--- src/rtl/uart_pkt_rx.sv ---
`default_nettype none
// -----------------------------------------------------------------------------
// uart_pkt_rx : framed-packet receiver (HEADER / LEN / payload / CHK) feeding a
//               store-and-forward FIFO; payload is visible only after commit.
// Revision    : 1.0
// -----------------------------------------------------------------------------
module uart_pkt_rx #(
  parameter logic [7:0]  HEADER      = 8'hA5,
  parameter int unsigned ADDR_W      = 8,
  parameter int unsigned MAX_LEN     = 255,
  parameter bit          CHK_EN      = 1'b1,
  parameter int unsigned TIMEOUT_CYC = 50000
) (
  input  logic            sys_clk,
  input  logic            rst_n,
  input  logic [7:0]      rx_data,
  input  logic            rx_data_valid,
  output logic            rx_data_ready,
  output logic [7:0]      m_data,
  output logic            m_valid,
  input  logic            m_ready,
  output logic            pkt_done,
  output logic [7:0]      pkt_len,
  output logic [15:0]     pkt_cnt,
  output logic [7:0]      err_chk,
  output logic [7:0]      err_drop,
  output logic [ADDR_W:0] fill
);

  localparam int unsigned     DEPTH   = 1 << ADDR_W;
  localparam logic [ADDR_W:0] PTR_ONE = 1;

  typedef enum logic [2:0] {
    S_IDLE = 3'd0,
    S_LEN  = 3'd1,
    S_PAY  = 3'd2,
    S_CHK  = 3'd3,
    S_DROP = 3'd4
  } state_t;

  state_t          state, state_nxt;
  logic [7:0]      mem [DEPTH];
  logic [ADDR_W:0] wr_ptr, wr_tmp, rd_ptr, wr_tmp_nxt;
  logic [7:0]      len, sum;
  logic [8:0]      remain;
  logic [31:0]     idle_cnt, free_space;
  logic            accept, timeout, avail, load;
  logic            do_write, do_commit, do_rollback;
  logic            inc_drop, inc_chk, ld_pay, ld_drop;

  assign rx_data_ready = 1'b1;
  assign accept        = rx_data_valid && rx_data_ready;
  assign fill          = wr_ptr - rd_ptr;
  // Space left for a new packet: the output register holds one slot as well.
  assign free_space    = 32'(DEPTH) - 32'(fill) - 32'(m_valid);
  assign timeout       = (state != S_IDLE) && !accept &&
                         (idle_cnt >= 32'(TIMEOUT_CYC - 1));
  assign avail         = (wr_ptr != rd_ptr);
  assign load          = (!m_valid || m_ready) && avail;
  assign wr_tmp_nxt    = do_rollback ? wr_ptr :
                         (do_write ? wr_tmp + PTR_ONE : wr_tmp);

  always_ff @(posedge sys_clk or negedge rst_n) begin
    if (!rst_n) state <= S_IDLE;
    else        state <= state_nxt;
  end

  always_comb begin
    state_nxt   = state;
    do_write    = 1'b0;
    do_commit   = 1'b0;
    do_rollback = 1'b0;
    inc_drop    = 1'b0;
    inc_chk     = 1'b0;
    ld_pay      = 1'b0;
    ld_drop     = 1'b0;
    if (timeout) begin
      do_rollback = 1'b1;
      inc_drop    = (state != S_DROP);
      state_nxt   = S_IDLE;
    end else if (accept) begin
      case (state)
        S_IDLE: if (rx_data == HEADER) state_nxt = S_LEN;
        S_LEN: begin
          if (rx_data == 8'd0 || 32'(rx_data) > MAX_LEN) begin
            inc_drop  = 1'b1;
            state_nxt = S_IDLE;
          end else if (32'(rx_data) > free_space) begin
            inc_drop  = 1'b1;
            ld_drop   = 1'b1;
            state_nxt = S_DROP;
          end else begin
            ld_pay    = 1'b1;
            state_nxt = S_PAY;
          end
        end
        S_PAY: begin
          do_write = 1'b1;
          if (remain == 9'd1) begin
            if (CHK_EN) begin
              state_nxt = S_CHK;
            end else begin
              do_commit = 1'b1;
              state_nxt = S_IDLE;
            end
          end
        end
        S_CHK: begin
          if (rx_data == sum) begin
            do_commit = 1'b1;
          end else begin
            inc_chk     = 1'b1;
            do_rollback = 1'b1;
          end
          state_nxt = S_IDLE;
        end
        S_DROP:  if (remain == 9'd1) state_nxt = S_IDLE;
        default: state_nxt = S_IDLE;
      endcase
    end
  end

  always_ff @(posedge sys_clk or negedge rst_n) begin
    if (!rst_n) begin
      wr_ptr   <= '0;
      wr_tmp   <= '0;
      len      <= '0;
      sum      <= '0;
      remain   <= '0;
      idle_cnt <= '0;
      pkt_done <= 1'b0;
      pkt_len  <= '0;
      pkt_cnt  <= '0;
      err_chk  <= '0;
      err_drop <= '0;
    end else begin
      wr_tmp   <= wr_tmp_nxt;
      pkt_done <= do_commit;
      if (do_commit) begin
        wr_ptr  <= wr_tmp_nxt;
        pkt_len <= len;
        pkt_cnt <= pkt_cnt + 16'd1;
      end
      if (accept && state == S_LEN) begin
        len <= rx_data;
        sum <= rx_data;
      end else if (do_write) begin
        sum <= sum + rx_data;
      end
      if (ld_pay)
        remain <= {1'b0, rx_data};
      else if (ld_drop)
        remain <= {1'b0, rx_data} + (CHK_EN ? 9'd1 : 9'd0);
      else if (accept && (state == S_PAY || state == S_DROP))
        remain <= remain - 9'd1;
      if (accept || timeout || state == S_IDLE) idle_cnt <= '0;
      else                                      idle_cnt <= idle_cnt + 32'd1;
      if (inc_chk && err_chk != 8'hFF)   err_chk  <= err_chk + 8'd1;
      if (inc_drop && err_drop != 8'hFF) err_drop <= err_drop + 8'd1;
    end
  end

  // Payload storage is not reset; only committed slots are ever read.
  always_ff @(posedge sys_clk) begin
    if (do_write) mem[wr_tmp[ADDR_W-1:0]] <= rx_data;
  end

  always_ff @(posedge sys_clk or negedge rst_n) begin
    if (!rst_n) begin
      rd_ptr  <= '0;
      m_valid <= 1'b0;
      m_data  <= '0;
    end else if (load) begin
      m_data  <= mem[rd_ptr[ADDR_W-1:0]];
      m_valid <= 1'b1;
      rd_ptr  <= rd_ptr + PTR_ONE;
    end else if (m_ready) begin
      m_valid <= 1'b0;
    end
  end

endmodule
`default_nettype wire

--- config.mk ---
export PLATFORM = sky130hd
export DESIGN_NAME = uart_pkt_rx
export DESIGN_NICKNAME = d
export VERILOG_FILES = /design/src/rtl/uart_pkt_rx.sv
export SDC_FILE = /design/constraint.sdc
export NUM_CORES = 2
export LEC_CHECK = 0
export ABC_AREA = 0
export ABC_CLOCK_PERIOD_IN_PS = 7000
export BUFFER_PORTS_ARGS = -buffer_cell sky130_fd_sc_hd__buf_4
export CORE_ASPECT_RATIO = 1.2
export CORE_MARGIN = 5
export CORE_UTILIZATION = 40
export DETAILED_ROUTE_END_ITERATION = 6
export MAX_ROUTING_LAYER = met4
export PLACE_DENSITY_LB_ADDON = 0.2
export SYNTH_ARGS = -nofsm -noshare
export SYNTH_HDL_FRONTEND = slang
export SYNTH_SLANG_ARGS = --single-unit
--- constraint.sdc ---
create_clock -name sys_clk -period 7 [get_ports sys_clk]
set_input_delay 1.75 -clock sys_clk [delete_from_list [all_inputs] [get_ports sys_clk]]
set_output_delay 1.75 -clock sys_clk [all_outputs]
set_load 0.05 [all_outputs]
==> impl_metrics.env <==
export IMPL_clock_sink_count=2185
export IMPL_synth_area_per_cell_um2=21.5
export IMPL_postPlaceCellArea_um2=90100
export IMPL_syn2layout_area_growth_pct=12.6
export IMPL_timing_final_crit_share_pct=76.7
export IMPL_dp_final_hpwl_um=126000
export IMPL_finalHoldViolations=0
export IMPL_setup_worst_path_class="reg -> reg"
export IMPL_synth_top_flop_cell="edfxtp_1"
export IMPL_final_nets=4215
export IMPL_critPathCapture="err_drop[1]$_DFFE_PN0P_"
export IMPL_layout_cells_sized_above_1_pct=26.5
export IMPL_finalInstanceArea_um2=96900
export IMPL_min_delay_start="pkt_cnt[15]$_DFFE_PN0P_"
export IMPL_tightest_slew_ns=1.26
export IMPL_grt_remaining_overflow=0
export IMPL_yosysSeqAreaShare_pct=75.4
export IMPL_critical_path_reg2reg_endpoint="err_drop[1]$_DFFE_PN0P_"
export IMPL_max_freq_mhz=186
export IMPL_p_per_area_nw_per_um2=376
export IMPL_worstSetupStartpointType="flip-flop"
export IMPL_fin_skew_ns=0.0239
export IMPL_max_clock_path_buffers=3
export IMPL_globalRouteTotalUtil_pct=19.8
export IMPL_rsz0062_at_grt="false"
export IMPL_die_outline_area_um2=225000
export IMPL_rows=186
export IMPL_final_fill_count=18000
export IMPL_maxSlewHeadroom_pct=16.0
export IMPL_cts_tree="yes"
export IMPL_drt_iter0_markers=3560
export IMPL_crit_path_top_delay_cell="nor4_1"
export IMPL_yosys_register_bits=2185
export IMPL_hold_path_class="reg -> reg"
export IMPL_core_area_um2=214000
export IMPL_required_ns=7.72
export IMPL_route_detailed_wl_per_inst_um=30.1
export IMPL_netlist_top_cell_by_area="edfxtp_1"
export IMPL_timing_setup_tns_ns=0
export IMPL_setup_reg_to_reg_worst_slack_ns=1.63
export IMPL_cts_made_buffers=206
export IMPL_cts_resized_gates=0
export IMPL_max_cap_violations=0
export IMPL_io_pins=72
export IMPL_fin_cells=7162
export IMPL_count_of_cells_along_the_worst_register_to_register_path=21
export IMPL_yosysWarnings=0
export IMPL_cts_root_buffer_cell="clkbuf_16"
export IMPL_detail_route_wirelength_um=216000
export IMPL_worstPathCellList="inv_8, ha_1, a211oi_2, o21ba_2, nor2_2, nor4_1, or2_2, nand2_1, nor2_1, nor2_1, a21oi_1, a21oi_1, xor2_1, ha_1, and4_1, a221oi_1, a311o_1, o21ai_2, a21oi_4, nor2_2, mux2_1"
export IMPL_setup_violations_final=0
export IMPL_netlist_top_cells_count="edfxtp_1 (2,048), mux4_2 (674), nor2_1 (311)"
export IMPL_post_synth_instance_area_um2=86100
export IMPL_grt_pass1_vias=41400
export IMPL_synth_edf_count=2048
export IMPL_dieHeight_um=518
export IMPL_ctsHtreeMaxLevel=4
export IMPL_antenna_violations_before_repair=11
export IMPL_critical_path_peak_fanout=31
export IMPL_drt_drc_violations_left=0
export IMPL_yosys_cell_types_count=68
export IMPL_die_width_um=433
export IMPL_io_buffers=70
export IMPL_post_synth_inst_count=4011
export IMPL_vias=40400
export IMPL_yosys_cell_count_top_type="edfxtp_1"
export IMPL_gp_routability_congestion=0.792
export IMPL_critPathLaunch="rd_ptr[2]$_DFFE_PN0P_"
export IMPL_cts_hold_buffers_added=0
export IMPL_irDropWorstVdd_mv=0.458
export IMPL_cp_arrival_ns=6.10
export IMPL_numPlacedInstances=6773
export IMPL_min_period_ns=5.37
export IMPL_synth_area_leaders="edfxtp_1 (71%), mux4_2 (18%), dfrtp_1 (4.0%)"
export IMPL_yosys_area_top_type_share_pct=71.5
export IMPL_outcome="completed"
export IMPL_grt_start_max_net_pins=175
export IMPL_critical_path_reg2reg_startpoint="rd_ptr[2]$_DFFE_PN0P_"
export IMPL_post_cts_setup_repair_bufs=0
export IMPL_path_clk_slew_ns=0.06
export IMPL_worst_skew_pair_late_latency_ns=0.85
export IMPL_leakagePower_nw=30.5
export IMPL_largest_stage_delay_worst_path_ns=0.57
export IMPL_async_reset_ff_share_pct=6.27
export IMPL_wire_length_of_the_first_global_routing_pass_um=311000
export IMPL_worst_hold_path_num_cells=1
export IMPL_initial_utilization_pct=40.2
export IMPL_route_antenna_remaining_nets=0
export IMPL_final_max_slew_viol_count=0
export IMPL_firstDrtPassIters=5
export IMPL_route_detailed_vias_per_inst=5.64
export IMPL_cp_end_kind="flip-flop"
[cells in the final DEF, fill, tap and decap left out, types with 5 or more instances in the layout]
master      count
bufinv_16      24
inv_6           5
nor2b_1        11
nor2_1        311
clkbuf_8        7
mux4_2        674
buf_8           8
clkinv_2       36
clkinvlp_4      5
and2_1          6
a31oi_1         8
a21o_1          6
clkbuf_16     210
edfxtp_1     2048
nand4_1        19
ha_1           40
nand2_2        13
nand2_1       179
o211ai_1        7
inv_1          29
clkinv_8        5
dfrtp_1       133
conb_1         17
clkinv_1       49
nor4_1         12
nand3_1        29
or3_1           5
xnor2_1        53
o21ai_1         5
and3_1         17
buf_4         120
nor3_1         19
o21ai_0        30
buf_12          8
xor2_1         31
nand2b_1        6
clkbuf_1       43
a21oi_1        26
[routing by layer]
layer  wire length (um)  track usage [%]
met1              90200             26.8
met2             106000             31.3
met3              13700             3.42
met4               5870             5.39
met5                  0                -
[worst min path at each step]
stage	to	slack, ns
after floorplan	pkt_len[0]$_DFFE_PN0P_	0.44
after global placement	pkt_len[3]$_DFFE_PN0P_	0.46
after detailed placement	pkt_len[0]$_DFFE_PN0P_	0.46
after CTS	pkt_len[0]$_DFFE_PN0P_	0.47
after global routing	len[6]$_DFFE_PN0P_	0.50
final	pkt_cnt[15]$_DFFE_PN0P_	0.47
[layout make-up]
| cell class | instances | area [um^2] | area share (%) |
|---|---|---|---|
| well taps | 2820 | 3530 | 3.64 |
| multi-input cells | 1598 | 20300 | 20.9 |
| clock inverters | 127 | 1300 | 1.34 |
| clock buffers | 260 | 5510 | 5.69 |
| repair buffers | 137 | 1190 | 1.23 |
| flip-flops and latches | 2185 | 64900 | 67.0 |
| inverters | 33 | 131 | 0.136 |
| diodes | 2 | 5.00 | 0.00516 |
[cell families (layout without fill, tap and decap cells)]
logic type      Yosys count  count (layout)  share of synthesized area (%)
flops                  2185            2185                           75.4
fa+ha+maj                42              42                          0.628
buf+inv                 243             557                           1.13
mux                     682             682                           17.7
other cells               2              19                        0.00873
xor+xnor                 86              86                          0.893
compound gates          116             116                          0.891
simple gates            655             655                           3.28
[sequential cells by signal, summed over array words and instances (netlist names)]
signal / flops
pkt_cnt: 16
pkt_done: 1
err_chk: 8
m_data: 8
pkt_len: 8
sum: 8
err_drop: 8
wr_ptr: 9
rd_ptr: 9
state: 3
remain: 9
m_valid: 1
len: 8
mem: 2048
idle_cnt: 32
wr_tmp: 9
[power breakdown]
group	internal (mW)	switching [mW]	total (mW)	leakage (nW)
Sequential	14.4	0.176	14.6	20.2
Combinational	4.78	5.73	10.5	6.95
Clock	6.46	4.86	11.3	3.33
Total	25.7	10.8	36.4	30.5
[worst max-delay path, delay by kind of cell, from the launching register on]
kind            cells  cell delay [ns]
compound gates      8             1.80
xor+xnor            1             0.19
fa+ha+maj           2             0.68
buf+inv             1             0.33
flops               1             0.48
mux                 1             0.32
simple gates        8             1.46
[per-stage QoR]
stage	util (%)	total power [mW]	setup slack [ns]	hold WS, ns
floorplan	-	21.9	0.681	0.439
global placement	42.1	25.6	1.53	0.455
detailed placement	42.1	25.6	1.56	0.458
CTS	45.3	36.9	1.55	0.474
global route	45.3	37.8	1.15	0.496
finish	45.3	36.4	1.63	0.471
Power figures use the tool's default switching activity.
